### src/rtl/mmcm_rst_ctrl.sv
// mmcm_rst_ctrl: MMCM reset/lock sequencer with retry, fault and staged domain reset release
module mmcm_rst_ctrl #(
  parameter int RST_CYCLES          = 16,
  parameter int LOCK_STABLE_CYCLES  = 64,
  parameter int LOCK_TIMEOUT_CYCLES = 65536,
  parameter int MAX_RETRIES         = 3,
  parameter int N_DOMAINS           = 3,
  parameter int RELEASE_GAP         = 8
) (
  input  logic                               clk,
  input  logic                               rst_n,
  input  logic                               mmcm_locked,
  input  logic                               relock_req,
  output logic                               mmcm_rst,
  output logic [N_DOMAINS-1:0]               domain_rst,
  output logic                               ready,
  output logic                               fault,
  output logic                               lock_lost,
  output logic [$clog2(MAX_RETRIES+1)-1:0]   retry_count
);
  localparam int RW = $clog2(MAX_RETRIES + 1);
  localparam int M1 = RST_CYCLES > LOCK_STABLE_CYCLES ? RST_CYCLES : LOCK_STABLE_CYCLES;
  localparam int M2 = M1 > LOCK_TIMEOUT_CYCLES ? M1 : LOCK_TIMEOUT_CYCLES;
  localparam int M3 = M2 > RELEASE_GAP ? M2 : RELEASE_GAP;
  localparam int CW = $clog2(M3 + 1);

  typedef enum logic [2:0] {RESET_MMCM, WAIT_LOCK, STABLE, RELEASE, RUN, FAULT} state_t;

  state_t                state_q, state_d;
  logic [1:0]            sync_q, sync_d;
  logic [CW-1:0]         cnt_q, cnt_d;
  logic                  mmcm_rst_q, mmcm_rst_d;
  logic [N_DOMAINS-1:0]  domain_rst_q, domain_rst_d;
  logic                  ready_q, ready_d;
  logic                  fault_q, fault_d;
  logic                  lock_lost_q, lock_lost_d;
  logic [RW-1:0]         retry_q, retry_d;
  logic                  locked_s;

  assign locked_s    = sync_q[1];
  assign mmcm_rst    = mmcm_rst_q;
  assign domain_rst  = domain_rst_q;
  assign ready       = ready_q;
  assign fault       = fault_q;
  assign lock_lost   = lock_lost_q;
  assign retry_count = retry_q;

  always_comb begin
    sync_d       = {sync_q[0], mmcm_locked};
    state_d      = state_q;
    cnt_d        = cnt_q;
    mmcm_rst_d   = mmcm_rst_q;
    domain_rst_d = domain_rst_q;
    ready_d      = ready_q;
    fault_d      = fault_q;
    lock_lost_d  = lock_lost_q;
    retry_d      = retry_q;
    // lock loss wins over relock_req so a coincident request still flags lock_lost
    if ((state_q == RELEASE || state_q == RUN) && (!locked_s || (state_q == RUN && relock_req))) begin
      state_d      = RESET_MMCM;
      cnt_d        = '0;
      mmcm_rst_d   = 1'b1;
      domain_rst_d = '1;
      ready_d      = 1'b0;
      retry_d      = '0;
      lock_lost_d  = lock_lost_q | !locked_s;
    end else begin
      case (state_q)
        RESET_MMCM: begin
          if (cnt_q == CW'(RST_CYCLES - 1)) begin
            state_d    = WAIT_LOCK;
            cnt_d      = '0;
            mmcm_rst_d = 1'b0;
          end else cnt_d = cnt_q + CW'(1);
        end
        WAIT_LOCK: begin
          if (locked_s) begin
            state_d = STABLE;
            cnt_d   = '0;
          end else if (cnt_q == CW'(LOCK_TIMEOUT_CYCLES - 1)) begin
            cnt_d      = '0;
            mmcm_rst_d = 1'b1;
            if (retry_q < RW'(MAX_RETRIES)) begin
              retry_d = retry_q + RW'(1);
              state_d = RESET_MMCM;
            end else begin
              state_d = FAULT;
              fault_d = 1'b1;
            end
          end else cnt_d = cnt_q + CW'(1);
        end
        STABLE: begin
          if (!locked_s) begin
            state_d = WAIT_LOCK;
            cnt_d   = '0;
          end else if (cnt_q == CW'(LOCK_STABLE_CYCLES)) begin
            cnt_d        = '0;
            domain_rst_d = domain_rst_q << 1;
            ready_d      = domain_rst_d == '0;
            state_d      = domain_rst_d == '0 ? RUN : RELEASE;
          end else cnt_d = cnt_q + CW'(1);
        end
        RELEASE: begin
          if (cnt_q == CW'(RELEASE_GAP - 1)) begin
            cnt_d        = '0;
            domain_rst_d = domain_rst_q << 1;
            ready_d      = domain_rst_d == '0;
            state_d      = domain_rst_d == '0 ? RUN : RELEASE;
          end else cnt_d = cnt_q + CW'(1);
        end
        RUN: ;
        FAULT: begin
          if (relock_req) begin
            state_d = RESET_MMCM;
            cnt_d   = '0;
            fault_d = 1'b0;
            retry_d = '0;
          end
        end
        default: state_d = RESET_MMCM;
      endcase
    end
  end

  always_ff @(posedge clk) begin
    if (!rst_n) begin
      sync_q       <= '0;
      state_q      <= RESET_MMCM;
      cnt_q        <= '0;
      mmcm_rst_q   <= 1'b1;
      domain_rst_q <= '1;
      ready_q      <= 1'b0;
      fault_q      <= 1'b0;
      lock_lost_q  <= 1'b0;
      retry_q      <= '0;
    end else begin
      sync_q       <= sync_d;
      state_q      <= state_d;
      cnt_q        <= cnt_d;
      mmcm_rst_q   <= mmcm_rst_d;
      domain_rst_q <= domain_rst_d;
      ready_q      <= ready_d;
      fault_q      <= fault_d;
      lock_lost_q  <= lock_lost_d;
      retry_q      <= retry_d;
    end
  end
endmodule

### config.mk
export PLATFORM = sky130hd
export DESIGN_NAME = mmcm_rst_ctrl
export DESIGN_NICKNAME = d
export VERILOG_FILES = /design/src/rtl/mmcm_rst_ctrl.sv
export SDC_FILE = /design/constraint.sdc
export NUM_CORES = 1
export LEC_CHECK = 0
export CORE_MARGIN = 1
export CORE_UTILIZATION = 35
export CTS_BUF_LIST = sky130_fd_sc_hd__clkbuf_16
export DETAILED_ROUTE_END_ITERATION = 7
export PLACE_DENSITY = 0.63
export SLEW_MARGIN = 5
export SYNTH_ARGS = -nofsm -noshare
export SYNTH_HDL_FRONTEND = slang
export SYNTH_SLANG_ARGS = --single-unit
### constraint.sdc
create_clock -name clk -period 2.4 [get_ports clk]
set_input_delay 0.36 -clock clk [delete_from_list [all_inputs] [get_ports clk]]
set_output_delay 0.36 -clock clk [all_outputs]
set_load 0.02 [all_outputs]
==> impl_metrics.xml, run 1 <==
<?xml version="1.0" encoding="UTF-8"?>
<metrics>
  <group name="yosys">
    <metric name="post_synth_xor_area_fraction" unit="">0.0647</metric>
    <metric name="post_synth_inst_count" unit="">208</metric>
    <metric name="synth_area_leaders" unit="">dfxtp_1 (35%), nor2_1 (5.5%), xor2_1 (5.0%)</metric>
    <metric name="yosysTopAreaCell" unit="">dfxtp_1</metric>
    <metric name="synth_seq_cells" unit="">31</metric>
    <metric name="yosys.area.top_type_share" unit="">0.353</metric>
    <metric name="synth_async_sr_flop_share" unit="">0</metric>
    <metric name="avgSynthCellArea" unit="um^2">8.46</metric>
    <metric name="synth_top_family_by_area" unit="">simple AND/OR/NAND/NOR gates</metric>
    <metric name="synth.net_count" unit="">217</metric>
    <metric name="adder_and_majority_cell_fraction_of_the_synthesized_area" unit="">0.0356</metric>
    <metric name="synth_compound_gate_area_share" unit="">0.181</metric>
    <metric name="synth-seq-area-share" unit="">0.353</metric>
    <metric name="yosysUniqueCellTypes" unit="">55</metric>
    <metric name="synth-edff-count" unit="">0</metric>
    <metric name="dominantRegCellSynth" unit="">dfxtp_1</metric>
    <metric name="synth_area" unit="um^2">1760</metric>
    <metric name="yosys_warnings" unit="">0</metric>
    <metric name="post_synth_and_or_nand_nor_area_fraction" unit="">0.310</metric>
    <metric name="post_synth_mux_area_share" unit="">0.0171</metric>
  </group>
  <group name="pwr">
    <metric name="netSwitchingPower" unit="uW">234</metric>
    <metric name="pwr_density_cell" unit="nW/um^2">522</metric>
    <metric name="power.share.switching" unit="">0.204</metric>
    <metric name="power_frac_comb" unit="">0.037</metric>
    <metric name="power_frac_clock" unit="">0.502</metric>
    <metric name="leakagePower" unit="uW">0.000815</metric>
    <metric name="internal_power" unit="uW">914</metric>
    <metric name="sequentialPowerShare" unit="">0.461</metric>
    <metric name="worst_ir_drop_vdd" unit="uV">284</metric>
  </group>
  <group name="global_route">
    <metric name="first_global_vias" unit="">1411</metric>
    <metric name="antenna_found_initial" unit="">0</metric>
    <metric name="wire_length_of_the_first_global_routing_pass" unit="um">6430</metric>
    <metric name="groute.usage.overall" unit="">0.160</metric>
    <metric name="grt_overflow" unit="">0</metric>
    <metric name="grt_start_max_net_pins" unit="">16</metric>
  </group>
  <group name="setup_path">
    <metric name="setup.worst_path.end_class" unit="">register</metric>
    <metric name="regToRegSetupSlack" unit="ns">0.11</metric>
    <metric name="r2r-end" unit="">cnt_q[7]</metric>
    <metric name="worst-path-max-fanout" unit="">14</metric>
    <metric name="data_required_time_of_the_critical_path" unit="ns">2.56</metric>
    <metric name="crit_path_start_kind" unit="">register</metric>
    <metric name="worst_path_arrival_time" unit="ns">2.45</metric>
    <metric name="r2r-start" unit="">cnt_q[9]</metric>
    <metric name="crit_start" unit="">cnt_q[9]</metric>
    <metric name="timing_worst_setup_path_type" unit="">register to register</metric>
    <metric name="setup.worst_path.end" unit="">cnt_q[7]</metric>
    <metric name="worstRegToRegCells" unit="">11</metric>
  </group>
  <group name="timing">
    <metric name="fin_crit" unit="ns">2.29</metric>
    <metric name="timing_hold_violations_final" unit="">0</metric>
    <metric name="min_period_over_period" unit="">0.954</metric>
    <metric name="finalMaxSlewViolations" unit="">0</metric>
    <metric name="finalSetupTns" unit="ns">0</metric>
    <metric name="fin_worst_hold_slack" unit="ns">0.430</metric>
    <metric name="fmax" unit="MHz">437</metric>
    <metric name="setup_repair_after_global_routing_missed_its_margin" unit="">false</metric>
    <metric name="worst_pin_slew" unit="ns">0.550</metric>
    <metric name="setup_viol_count_final" unit="">0</metric>
    <metric name="fin_skew" unit="ns">0.00241</metric>
    <metric name="timing.max_slew.rel_slack" unit="">0.633</metric>
  </group>
  <group name="job">
    <metric name="max_cap_viols" unit="">0</metric>
  </group>
  <group name="floorplan">
    <metric name="die_width" unit="um">72.9</metric>
    <metric name="initial_utilization" unit="">0.368</metric>
    <metric name="die_area" unit="um^2">5310</metric>
    <metric name="die_y" unit="um">72.9</metric>
    <metric name="top_level_port_count" unit="">13</metric>
    <metric name="coreArea" unit="um^2">4790</metric>
    <metric name="core.rowCount" unit="">25</metric>
  </group>
  <group name="cts">
    <metric name="number_of_sinks_on_the_clock_net" unit="">31</metric>
    <metric name="cts_buffers" unit="">5</metric>
    <metric name="cts_buffer_depth" unit="">2</metric>
    <metric name="clk_pin_slew_worst_paths" unit="ns">0.05</metric>
    <metric name="insertion_delay" unit="ns">0.27</metric>
    <metric name="max_h_tree_level" unit="">2</metric>
    <metric name="holdBufCountCts" unit="">0</metric>
    <metric name="cts_tree" unit="">done</metric>
    <metric name="cts_root_buffer" unit="">clkbuf_16</metric>
  </group>
  <group name="routing">
    <metric name="routed_wl" unit="um">3820</metric>
    <metric name="initialDrtViolationCount" unit="">72</metric>
    <metric name="routed_wire_length_per_instance" unit="um">12.7</metric>
    <metric name="via_per_inst" unit="">5.20</metric>
    <metric name="route.antenna.remaining_nets" unit="">0</metric>
    <metric name="detail_route.drc_violations" unit="">0</metric>
    <metric name="vias" unit="">1559</metric>
    <metric name="drt_pass1_iterations" unit="">4</metric>
  </group>
  <group name="place">
    <metric name="io_buffers" unit="">12</metric>
    <metric name="finalWeightedCongestion" unit="">0.899</metric>
    <metric name="place.detailed.hpwl" unit="um">2790</metric>
  </group>
  <group name="worst_hold_path">
    <metric name="timing.hold.worst.class" unit="">register to register</metric>
  </group>
  <group name="layout">
    <metric name="synthToLayoutAreaGrowth" unit="%">24.9</metric>
    <metric name="insertedDiodeCount" unit="">0</metric>
    <metric name="drive_above_1_share" unit="">0.163</metric>
    <metric name="nets" unit="">241</metric>
    <metric name="fill_cells" unit="">463</metric>
  </group>
  <group name="status">
    <metric name="status" unit="">completed</metric>
  </group>
</metrics>
[kinds of logic (layout without fill, tap and decap cells)]
logic type	after synthesis	in the layout
xor gates and xnor gates	13	13
and+or+nand+nor	97	97
DFF	31	31
muxes	3	3
buffers and inverters	16	41
adders and majority gates	5	5
AOI/OAI and AO/OA	43	43
[final cells by class]
| type | instances | area (um^2) | area share |
|---|---|---|---|
| Inverter | 8 | 30.0 | 0.0137 |
| Timing Repair Buffer | 25 | 230 | 0.105 |
| Multi-Input combinational cell | 161 | 1090 | 0.498 |
| Sequential cell | 31 | 622 | 0.283 |
| Tap cell | 67 | 83.8 | 0.0382 |
| Clock inverter | 3 | 11.3 | 0.00513 |
| Clock buffer | 5 | 125 | 0.0569 |
[layout by cell type, fill, tap and decap left out, types with 3 or more instances in the layout]
master / instances
a211oi_1: 3
nor4_1: 3
nand2_1: 23
clkdlybuf4s50_1: 12
mux2i_1: 3
inv_1: 9
ha_1: 4
and2b_1: 3
xnor2_1: 3
nand3_1: 4
nor2_1: 26
xor2_1: 10
o21ai_0: 7
a21oi_1: 9
and2_1: 4
dfxtp_1: 30
buf_4: 12
clkbuf_16: 5
nand4_1: 8
[power groups by stage]
stage / clock, uW / sequential [uW] / combinational [uW]
after floorplan: 0 / 536 / 27.9
after global placement: 0 / 539 / 42.4
after detailed placement: 0 / 539 / 42.6
after CTS: 589 / 528 / 42.7
after global routing: 612 / 530 / 47.3
final: 577 / 529 / 42.5
[metal layers]
metal	up-vias	track usage	share of wire
met1	724	0.207	0.48
li1	801	-	-
met4	0	0.0871	0.017
met2	30	0.241	0.44
met3	4	0.0442	0.055
met5	-	0	0
[state kept, by name, indices dropped and copies added (netlist names)]
signal,count
cnt_q,17
domain_rst,3
state_q,3
retry_count,2
sync_q,2
fault,1
lock_lost,1
mmcm_rst,1
ready,1
[synth_stat cells, drive strengths merged (5+ instances only)]
cell     n
nand4    8
o21ai    7
inv      8
xor2    10
ha       5
clkbuf   6
nor2    26
nand2   23
dfxtp   31
a21oi   10
[worst min path at each step]
stage                         start        end  slack (ns)  cells after the start
after CTS                 sync_q[0]  sync_q[1]        0.43                      1
final                     sync_q[0]  sync_q[1]        0.43                      1
after detailed placement  sync_q[0]  sync_q[1]        0.42                      1
after global routing      sync_q[0]  sync_q[1]        0.45                      1
after floorplan           sync_q[0]  sync_q[1]        0.41                      1
after global placement    sync_q[0]  sync_q[1]        0.41                      1
[stage by stage]
step	setup slack [ns]	std cells	area [um^2]	utilization	total power, uW
2_1_floorplan	0.0242	208	1770	-	564
3_3_place_gp	0.0915	292	2040	0.426	581
3_5_place_dp	0.0547	292	2040	0.426	582
4_1_cts	0.0378	300	2180	0.455	1160
5_1_grt	0.00962	300	2200	0.459	1190
6_report	0.110	300	2200	0.459	1150
[repair_timing]
item,4_1_cts,5_1_grt
resized for setup,0,4
setup endpoints to repair,0,17
setup buffers,0,0
[worst max-delay path: stages, from the launching register on]
cell and delay, ns:
dfxtp_1 0.33, and4_4 0.23, and4_4 0.25, and3_1 0.15, and3_4 0.20, ha_4 0.15, or3_1 0.11, a21oi_2 0.05
a221o_2 0.35, a31oi_4 0.16, buf_12 0.15, nor2_1 0.05
No activity file was read; power rests on OpenSTA's default activity.
==> inputs of run 2 (changes only) <==
--- a/config.mk
+++ b/config.mk
@@ -5,10 +5,10 @@
 export SDC_FILE = /design/constraint.sdc
 export NUM_CORES = 1
 export LEC_CHECK = 0
-export CORE_MARGIN = 1
 export CORE_UTILIZATION = 35
 export CTS_BUF_LIST = sky130_fd_sc_hd__clkbuf_16
 export DETAILED_ROUTE_END_ITERATION = 7
+export MAX_ROUTING_LAYER = met4
 export PLACE_DENSITY = 0.63
 export SLEW_MARGIN = 5
 export SYNTH_ARGS = -nofsm -noshare
==> impl_metrics.xml, run 2 (synthesis gave the netlist of run 1 again) <==
<?xml version="1.0" encoding="UTF-8"?>
<metrics>
  <group name="status">
    <metric name="status" unit="">completed</metric>
  </group>
  <group name="timing">
    <metric name="setup_repair_after_global_routing_missed_its_margin" unit="">false</metric>
    <metric name="finalMaxSlewViolations" unit="">0</metric>
    <metric name="fmax" unit="MHz">437</metric>
    <metric name="finalSetupTns" unit="ns">0</metric>
    <metric name="timing_hold_violations_final" unit="">0</metric>
    <metric name="timing.max_slew.rel_slack" unit="">0.642</metric>
    <metric name="worst_pin_slew" unit="ns">0.537</metric>
    <metric name="fin_crit" unit="ns">2.29</metric>
    <metric name="fin_skew" unit="ns">0.00218</metric>
    <metric name="setup_slack" unit="ns">0.110</metric>
    <metric name="setup_viol_count_final" unit="">0</metric>
    <metric name="min_period_over_period" unit="">0.954</metric>
  </group>
  <group name="routing">
    <metric name="wl_met2" unit="um">1680</metric>
    <metric name="routed_wire_length_per_instance" unit="um">12.8</metric>
    <metric name="via_per_inst" unit="">5.17</metric>
    <metric name="drt_pass1_iterations" unit="">4</metric>
    <metric name="dr.max_layer_used" unit="">met4</metric>
    <metric name="route.layer.met1.wl" unit="um">1900</metric>
    <metric name="vias" unit="">1552</metric>
    <metric name="route.antenna.remaining_nets" unit="">0</metric>
    <metric name="dr_wl_met3" unit="um">188</metric>
    <metric name="routed_wl" unit="um">3830</metric>
    <metric name="initialDrtViolationCount" unit="">75</metric>
    <metric name="detail_route.drc_violations" unit="">0</metric>
  </group>
  <group name="worst_hold_path">
    <metric name="timing.hold.worst.class" unit="">register to register</metric>
    <metric name="start_point_of_the_worst_min_delay_path" unit="">sync_q[0]</metric>
    <metric name="min_delay_worst_endpoint" unit="">sync_q[1]</metric>
    <metric name="min_delay_path_depth" unit="">1</metric>
  </group>
  <group name="cts">
    <metric name="cts_buffers" unit="">5</metric>
    <metric name="clk_pin_slew_worst_paths" unit="ns">0.05</metric>
    <metric name="cts_post_setup_buffers_inserted" unit="">0</metric>
    <metric name="insertion_delay" unit="ns">0.27</metric>
    <metric name="max_h_tree_level" unit="">2</metric>
    <metric name="cts.repair.resized" unit="">0</metric>
    <metric name="number_of_sinks_on_the_clock_net" unit="">31</metric>
    <metric name="cts_tree" unit="">done</metric>
    <metric name="cts_buffer_depth" unit="">2</metric>
    <metric name="cts_root_buffer" unit="">clkbuf_16</metric>
    <metric name="holdBufCountCts" unit="">0</metric>
  </group>
  <group name="layout">
    <metric name="max_flop_register" unit="">cnt_q</metric>
    <metric name="layout.cells.most_common" unit="">dfxtp_1</metric>
    <metric name="nets" unit="">241</metric>
    <metric name="synthToLayoutAreaGrowth" unit="%">24.9</metric>
    <metric name="utilization" unit="">0.459</metric>
    <metric name="final_cell_mix" unit="">dfxtp_1 (30), nor2_1 (26), nand2_1 (23)</metric>
    <metric name="insertedDiodeCount" unit="">0</metric>
    <metric name="number_of_flip_flops_in_the_largest_register" unit="">17</metric>
    <metric name="fill_cells" unit="">463</metric>
    <metric name="drive_above_1_share" unit="">0.163</metric>
  </group>
  <group name="place">
    <metric name="io_buffers" unit="">12</metric>
    <metric name="dp_slack" unit="ns">0.0547</metric>
    <metric name="place.detailed.hpwl" unit="um">2790</metric>
    <metric name="finalWeightedCongestion" unit="">0.914</metric>
  </group>
  <group name="floorplan">
    <metric name="core.rowCount" unit="">25</metric>
    <metric name="die_width" unit="um">72.9</metric>
    <metric name="top_level_port_count" unit="">13</metric>
    <metric name="coreArea" unit="um^2">4790</metric>
    <metric name="die_y" unit="um">72.9</metric>
    <metric name="initial_utilization" unit="">0.368</metric>
    <metric name="die_area" unit="um^2">5310</metric>
  </group>
  <group name="setup_path">
    <metric name="r2r-end" unit="">cnt_q[14]</metric>
    <metric name="worst-path-max-fanout" unit="">14</metric>
    <metric name="crit_path_start_kind" unit="">register</metric>
    <metric name="r2r-start" unit="">cnt_q[9]</metric>
    <metric name="setup.worst_path.end_class" unit="">register</metric>
    <metric name="timing_worst_setup_path_type" unit="">register to register</metric>
    <metric name="critical_path.n_buffers_inverters" unit="">1</metric>
    <metric name="cpLargestDelayFamily" unit="">simple AND/OR/NAND/NOR gates</metric>
    <metric name="critPathMostFrequentCell" unit="">and4_4</metric>
    <metric name="slowest_stage" unit="">a221o_2</metric>
    <metric name="data_required_time_of_the_critical_path" unit="ns">2.56</metric>
    <metric name="worst_path_arrival_time" unit="ns">2.45</metric>
    <metric name="worstRegToRegCells" unit="">11</metric>
    <metric name="critical_path_cell_by_cell" unit="">and4_4, and4_4, and3_1, and3_4, ha_4, or3_1, a21oi_2, a221o_2, a31oi_4, buf_12, nor2_1</metric>
    <metric name="cp_slowest_stage_delay" unit="ns">0.35</metric>
    <metric name="regToRegSetupSlack" unit="ns">0.11</metric>
  </group>
  <group name="job">
    <metric name="max_cap_viols" unit="">0</metric>
  </group>
  <group name="pwr">
    <metric name="pwr_density_cell" unit="nW/um^2">522</metric>
    <metric name="worst_ir_drop_vdd" unit="uV">284</metric>
    <metric name="leakagePower" unit="uW">0.000815</metric>
  </group>
  <group name="global_route">
    <metric name="wire_length_of_the_first_global_routing_pass" unit="um">6460</metric>
    <metric name="groute.usage.overall" unit="">0.166</metric>
    <metric name="first_global_vias" unit="">1410</metric>
    <metric name="grt_start_max_net_pins" unit="">16</metric>
    <metric name="antenna_found_initial" unit="">0</metric>
    <metric name="grt_overflow" unit="">0</metric>
  </group>
</metrics>
==> run 2: cell counts in the layout (fill, tap and decap cells not counted) <==
Identical to the previous run, type by type.
==> run 2: through the flow <==
step / instances / instance area [um^2] / hold WS (ns) / power [uW]
2_1_floorplan: 208 / 1770 / 0.412 / 564
3_3_place_gp: 292 / 2040 / 0.414 / 581
3_5_place_dp: 292 / 2040 / 0.422 / 582
4_1_cts: 300 / 2180 / 0.433 / 1160
5_1_grt: 300 / 2200 / 0.448 / 1190
6_report: 300 / 2200 / 0.430 / 1150
==> run 2: layout make-up <==
type | count | area, um^2 | share of cell area
Multi-Input combinational cell | 161 | 1090 | 0.498
Sequential cell | 31 | 622 | 0.283
Timing Repair Buffer | 25 | 230 | 0.105
Clock buffer | 5 | 125 | 0.0569
Tap cell | 67 | 83.8 | 0.0382
Inverter | 8 | 30.0 | 0.0137
Clock inverter | 3 | 11.3 | 0.00513
==> run 2: report_power, final <==
group | internal, uW | leakage [uW] | switching, uW
Sequential | 522 | 0.000251 | 7.03
Combinational | 20.4 | 0.000493 | 22.0
Clock | 372 | 0.0000701 | 204
Total | 914 | 0.000815 | 233
==> run 2: worst max-delay path by stage <==
stage           endpoint  cells after the start  startpoint
4_1_cts        cnt_q[14]                     11    cnt_q[9]
5_1_grt         cnt_q[3]                     11    cnt_q[9]
2_1_floorplan   cnt_q[6]                     11    cnt_q[7]
3_3_place_gp    cnt_q[7]                     11    cnt_q[9]
6_report       cnt_q[14]                     11    cnt_q[9]
3_5_place_dp    cnt_q[3]                     11    cnt_q[9]
==> run 2: metal layers <==
metal,global-route usage,vias up
met3,0.0414,4
li1,-,802
met5,-,-
met1,0.211,712
met2,0.242,34
met4,0.0871,0
==> run 2: worst register-to-register path, cell delays in order (launching register included) <==
cell and delay (ns):
dfxtp_1 0.33, and4_4 0.23, and4_4 0.25, and3_1 0.15, and3_4 0.20, ha_4 0.15, or3_1 0.11, a21oi_2 0.05
a221o_2 0.35, a31oi_4 0.16, buf_12 0.15, nor2_1 0.05
==> RTL edit 1 (settings of run 1) <==
Put one more register stage on the output `retry_count`, cleared by the reset. The value now appears one clock later. The other outputs are not delayed to match.
--- a/src/rtl/mmcm_rst_ctrl.sv
+++ b/src/rtl/mmcm_rst_ctrl.sv
@@ -44,5 +44,11 @@
   assign fault       = fault_q;
   assign lock_lost   = lock_lost_q;
-  assign retry_count = retry_q;
+  always_ff @(posedge clk) begin
+    if (!rst_n) begin
+      retry_count <= '0;
+    end else begin
+      retry_count <= retry_q;
+    end
+  end
 
   always_comb begin
Check against the original RTL: same outputs for any inputs over 10 cycles, from zero or initial values and one cycle with rst_n low; that may be too few to reach the edited logic, so the function may still have changed.
==> RTL edit 1 against run 1 <==
- synthesized cell count fell by 8.2%
- design area fell by 1.3%
- total power is 3.9% higher
- final cell count shrank 4.7%
- critical path type unchanged
- count of clock-buffer cells in the layout stayed put
- wire length fell by 5.1%
- worst hold slack better by 0.019 ns
- critical path depth decreased by 2
- largest power group unchanged
- worst setup slack improved by 0.095 ns
- non-clock buffer count is the same
- clock power increased by 3%
- sequential cell count increased by 2
- synthesized area fell by 0.92%
==> RTL edit 1: results (changes against run 1) <==
outcome:
  outcome: "finished clean"
cts:
  clock_latency_ns: 0.28
  clkTransAtPathRegs_ns: 0.05  # about the same
  clockRootBuffer: "clkbuf_16"
  cts_max_level: 2  # unchanged
  numCtsBuffers: 5  # unchanged
  clockBufferDepth: 2  # unchanged
  cts_setup_buffers: 0  # unchanged
global_route:
  grt_pass1_vias: 1413  # +0.14%
  antenna_found_initial: 0  # unchanged
  grt_max_degree: 17  # +1
  grt_pass1_wl_mm: 6.47  # +0.65%
  track_usage_pct: 16.2  # +0.15 points
sta:
  worst_pin_slew_ns: 0.465  # -0.0855 ns
  fin_worst_skew_ns: 0.00576  # +0.00335 ns
  hold_viol: 0  # unchanged
detailed_routing:
  wirelength_mm: 3.62  # -5.1%
  drtPass1Iterations: 4  # unchanged
  drt_iter0_drc: 83  # +15%
  num_vias: 1430  # -8.3%
setup_path:
  cp_max_fo: 4  # -10
  cp.arrival_ns: 2.36  # -0.09 ns
logic_synthesis:
  synth_warnings: 0  # unchanged
  ys.flop_type: "dfxtp_1"
  syn_nets: 200  # -7.8%
  synth.cells.most_frequent: "dfxtp_1 (33), nor2_1 (22), nand2_1 (16)"
  ys_seq_area_share_pct: 37.9  # +2.6 points
  ys_top_cells_by_area: "dfxtp_1 (38%), xor2_1 (5.0%), nor2_1 (4.7%)"
  async_flop_share_pct: 0  # unchanged
  ys_types: 45  # -18%
finish:
  largest_reg_flops: 17  # unchanged
  fillers: 483  # +4.3%
  regMostFlops: "cnt_q"
  antenna_cells: 0  # unchanged
  layout-drive-gt1-share_pct: 15.5  # -0.78 points
  nNetsFinal: 227  # -5.8%
place:
  gp_congestion: 0.778  # -14%
  hpwl_mm: 2.58  # -7.6%
  port_buffers: 12  # unchanged
pwr:
  ir_drop_mv: 0.323  # +14%
  p_leak_uw: 0.000827  # +1.5%
worst_hold_path:
  hp-class: "register to register"
==> RTL edit 1: cell types whose count changed in the layout (fill, tap and decap cells not counted), moves of 3 or more <==
cell and change:
nand2_1 -7, nor2_1 -4, o21ai_0 -4, a211oi_1 -3
nand3_1 +3, nor4_1 -3
==> RTL edit 1: final cells by class <==
cell class              count  area (µm²)  area share, %
multi-input cells         146        1040           48.0
flip-flops and latches     33         662           30.5
repair buffers             25         218           10.0
clock buffers               5         125           5.77
well taps                  67        83.8           3.87
inverters                   7        26.3           1.21
clock inverters             3        12.5          0.577
==> RTL edit 1: logic make-up (layout without fill, tap and decap cells) <==
kind of cell             after synthesis  after routing  share of synthesized area (%)
buffers and inverters                 12             40                           3.23
flip-flops                            33             33                           37.9
AND/OR/NAND/NOR                       88             88                           31.0
XOR/XNOR                              13             13                           6.53
adder cells (fa/ha/maj)                5              5                           3.59
multiplexers                           5              5                           2.87
AO/OA/AOI/OAI                         35             35                           14.9
==> RTL edit 1: through the flow <==
stage / total power [µW] / utilization [%] / cells / instance area [µm²] / worst slack [ns]
after floorplan: 593 / - / 191 / 1740 / 0.188
after global placement: 609 / 42.4 / 278 / 2010 / 0.168
after detailed placement: 609 / 42.4 / 278 / 2010 / 0.129
after CTS: 1210 / 45.3 / 286 / 2150 / 0.111
after global routing: 1240 / 45.6 / 286 / 2170 / 0.00579
final: 1190 / 45.6 / 286 / 2170 / 0.206
==> RTL edit 1: final timing paths <==
check                           cells past startpoint      start  slack [ns]          to
worst max-delay path                                9   cnt_q[5]        0.21  retry_q[0]
worst min register to register                      1  sync_q[0]        0.45   sync_q[1]
worst min-delay path                                1  sync_q[0]        0.45   sync_q[1]
worst max register to register                      9   cnt_q[5]        0.21  retry_q[0]
==> RTL edit 1: what timing repair did <==
item / CTS / global route
gates resized for setup: 0 / 4
endpoints found under the hold margin: 0 / 0
setup endpoints to repair: 0 / 18
==> RTL edit 1: report_power, final <==
| part | leakage (µW) | internal [µW] | total (µW) | switching (µW) |
|---|---|---|---|---|
| registers | 0.000267 | 555 | 562 | 7.09 |
| logic | 0.000491 | 17.9 | 36.6 | 18.7 |
| clock network | 0.0000687 | 374 | 595 | 221 |
| total | 0.000827 | 947 | 1190 | 246 |
==> RTL edit 1: worst max-delay path: stages, from the launching register on <==
cell and delay, ns:
dfxtp_1 0.42, and4_4 0.27, and4_1 0.21, and4_1 0.21, ha_1 0.21, nor4b_1 0.26
a21oi_1 0.08, nor2b_2 0.18, mux2i_1 0.20, nor2_1 0.05
==> RTL edit 1: per-layer routing <==
metal	part of all wire (%)	global-route usage, %	vias to the layer above
met2	46	24.9	21
met1	50	20.4	659
met3	2.8	4.31	8
met5	0	0	-
li1	-	-	742
met4	1.8	9.15	0
==> RTL edit 2 (config.mk and constraints of run 1) <==
Without the edit above. Change the parameter `RST_CYCLES` from 16 to 32.
--- a/src/rtl/mmcm_rst_ctrl.sv
+++ b/src/rtl/mmcm_rst_ctrl.sv
@@ -1,5 +1,5 @@
 // mmcm_rst_ctrl: MMCM reset/lock sequencer with retry, fault and staged domain reset release
 module mmcm_rst_ctrl #(
-  parameter int RST_CYCLES          = 16,
+  parameter int RST_CYCLES          = 32,
   parameter int LOCK_STABLE_CYCLES  = 64,
   parameter int LOCK_TIMEOUT_CYCLES = 65536,
Behaviour: no difference found for any inputs over 10 cycles, from zero or initial values and one cycle with rst_n low; that may be too few to reach the edited logic, so the function may still have changed.
==> RTL edit 2 against run 1 <==
- worst hold slack better by 0.011 ns
- total power is 0.97% higher
- clock skew is 0.0036 ns higher
- synthesized area is 0.71% lower
- clock power is 1% higher
- sequential cell count stayed put
- design area is 1.3% lower
- worst setup slack better by 0.096 ns
- count of clock-buffer cells in the layout stayed put
- wire length is 3.7% higher
- synthesized cell count is 0.96% lower
- critical endpoint is now retry_count[0]
- highest routed layer unchanged
==> RTL edit 2: results (changes against run 1) <==
sta:
  worst_pin_slew_ns: 0.504  # -0.0460 ns
  fin_worst_skew_ns: 0.00597  # +0.00357 ns
setup_path:
  cp-startpoint: "cnt_q[10]"
  cp_max_fo: 5  # -9
  cp_slowest_cell: "dfxtp_1"
  cp.arrival_ns: 2.36  # -0.09 ns
  crit_family: "simple AND/OR/NAND/NOR gates"
outcome:
  outcome: "finished clean"
pwr:
  p_leak_uw: 0.000882  # +8.3%
  ir_drop_mv: 0.368  # +30%
global_route:
  track_usage_pct: 16.0  # about the same
  grt_max_degree: 15  # -1
  grt_pass1_wl_mm: 6.40  # -0.53%
  grt_pass1_vias: 1403  # -0.57%
cts:
  clkTransAtPathRegs_ns: 0.05  # about the same
  clock_latency_ns: 0.28
finish:
  buf_share_pct: 11.1  # +0.60 points
  clock_area_share_pct: 6.29  # +0.082 points
  sh_seq_area_pct: 28.6  # +0.32 points
  layout-drive-gt1-share_pct: 16.0  # -0.28 points
  signal_buffers: 28  # +12%
  multi_input_area_um2: 1050  # -3.8%
  nNetsFinal: 245  # +1.7%
  fillers: 485  # +4.8%
  n_all_inverters: 9  # +1
logic_synthesis:
  ys_types: 52  # -5.5%
  ys_top_cells_by_area: "dfxtp_1 (36%), nor2_1 (7.5%), nand2_1 (5.2%)"
  syn_nets: 215  # -0.92%
  ys_seq_area_share_pct: 35.5  # +0.25 points
  synth_warnings: 0  # unchanged
  synth.cells.most_frequent: "nor2_1 (35), dfxtp_1 (31), nand2_1 (24)"
detailed_routing:
  drt_iter0_drc: 105  # +46%
  vias_per_cell: 5.04  # -3.0%
  wirelength_mm: 3.96  # +3.7%
place:
  gp_congestion: 0.840  # -6.6%
  hpwl_mm: 2.71  # -3.1%
## RTL edit 2: layer usage
layer	global-route usage [%]	up-vias	routed length (µm)
met5	0	-	0
met2	24.4	35	1790
met1	20.6	707	1930
met3	5.39	6	177
met4	6.75	0	63
li1	-	785	-
## RTL edit 2: cells by family after synthesis
| kind of cell | Yosys count | share of synthesized area (%) |
|---|---|---|
| AND/OR/NAND/NOR | 94 | 27.3 |
| AO/OA/AOI/OAI | 44 | 19.6 |
| flip-flops | 31 | 35.5 |
| buffers and inverters | 15 | 5.16 |
| XOR/XNOR | 13 | 6.52 |
| adder cells (fa/ha/maj) | 5 | 3.58 |
| multiplexers | 4 | 2.36 |
## RTL edit 2: final timing paths
| check | to | slack (ns) | cells after the start |
|---|---|---|---|
| min reg2reg | sync_q[1] | 0.44 | 1 |
| min | sync_q[1] | 0.44 | 1 |
| max reg2reg | retry_count[0] | 0.21 | 11 |
| max | retry_count[0] | 0.21 | 11 |
## RTL edit 2: power by group
group          total (µW)  switching, µW  internal, µW
sequential            526           4.75           522
combinational        47.5           25.8          21.7
clock                 585            213           372
total                1160            244           915
## RTL edit 2: stage by stage
step / instances / setup slack [ns] / hold slack [ns] / area [µm²]
4_1_cts: 299 / 0.0834 / 0.449 / 2120
2_1_floorplan: 206 / 0.334 / 0.412 / 1750
6_report: 304 / 0.207 / 0.441 / 2170
5_1_grt: 304 / 0.00663 / 0.481 / 2170
3_3_place_gp: 291 / 0.0526 / 0.421 / 1980
3_5_place_dp: 291 / 0.0299 / 0.427 / 1980
## RTL edit 2: what timing repair did
item                       CTS  global route
buffers inserted             0             4
setup endpoints to repair    0            17
gates resized for setup      0             2
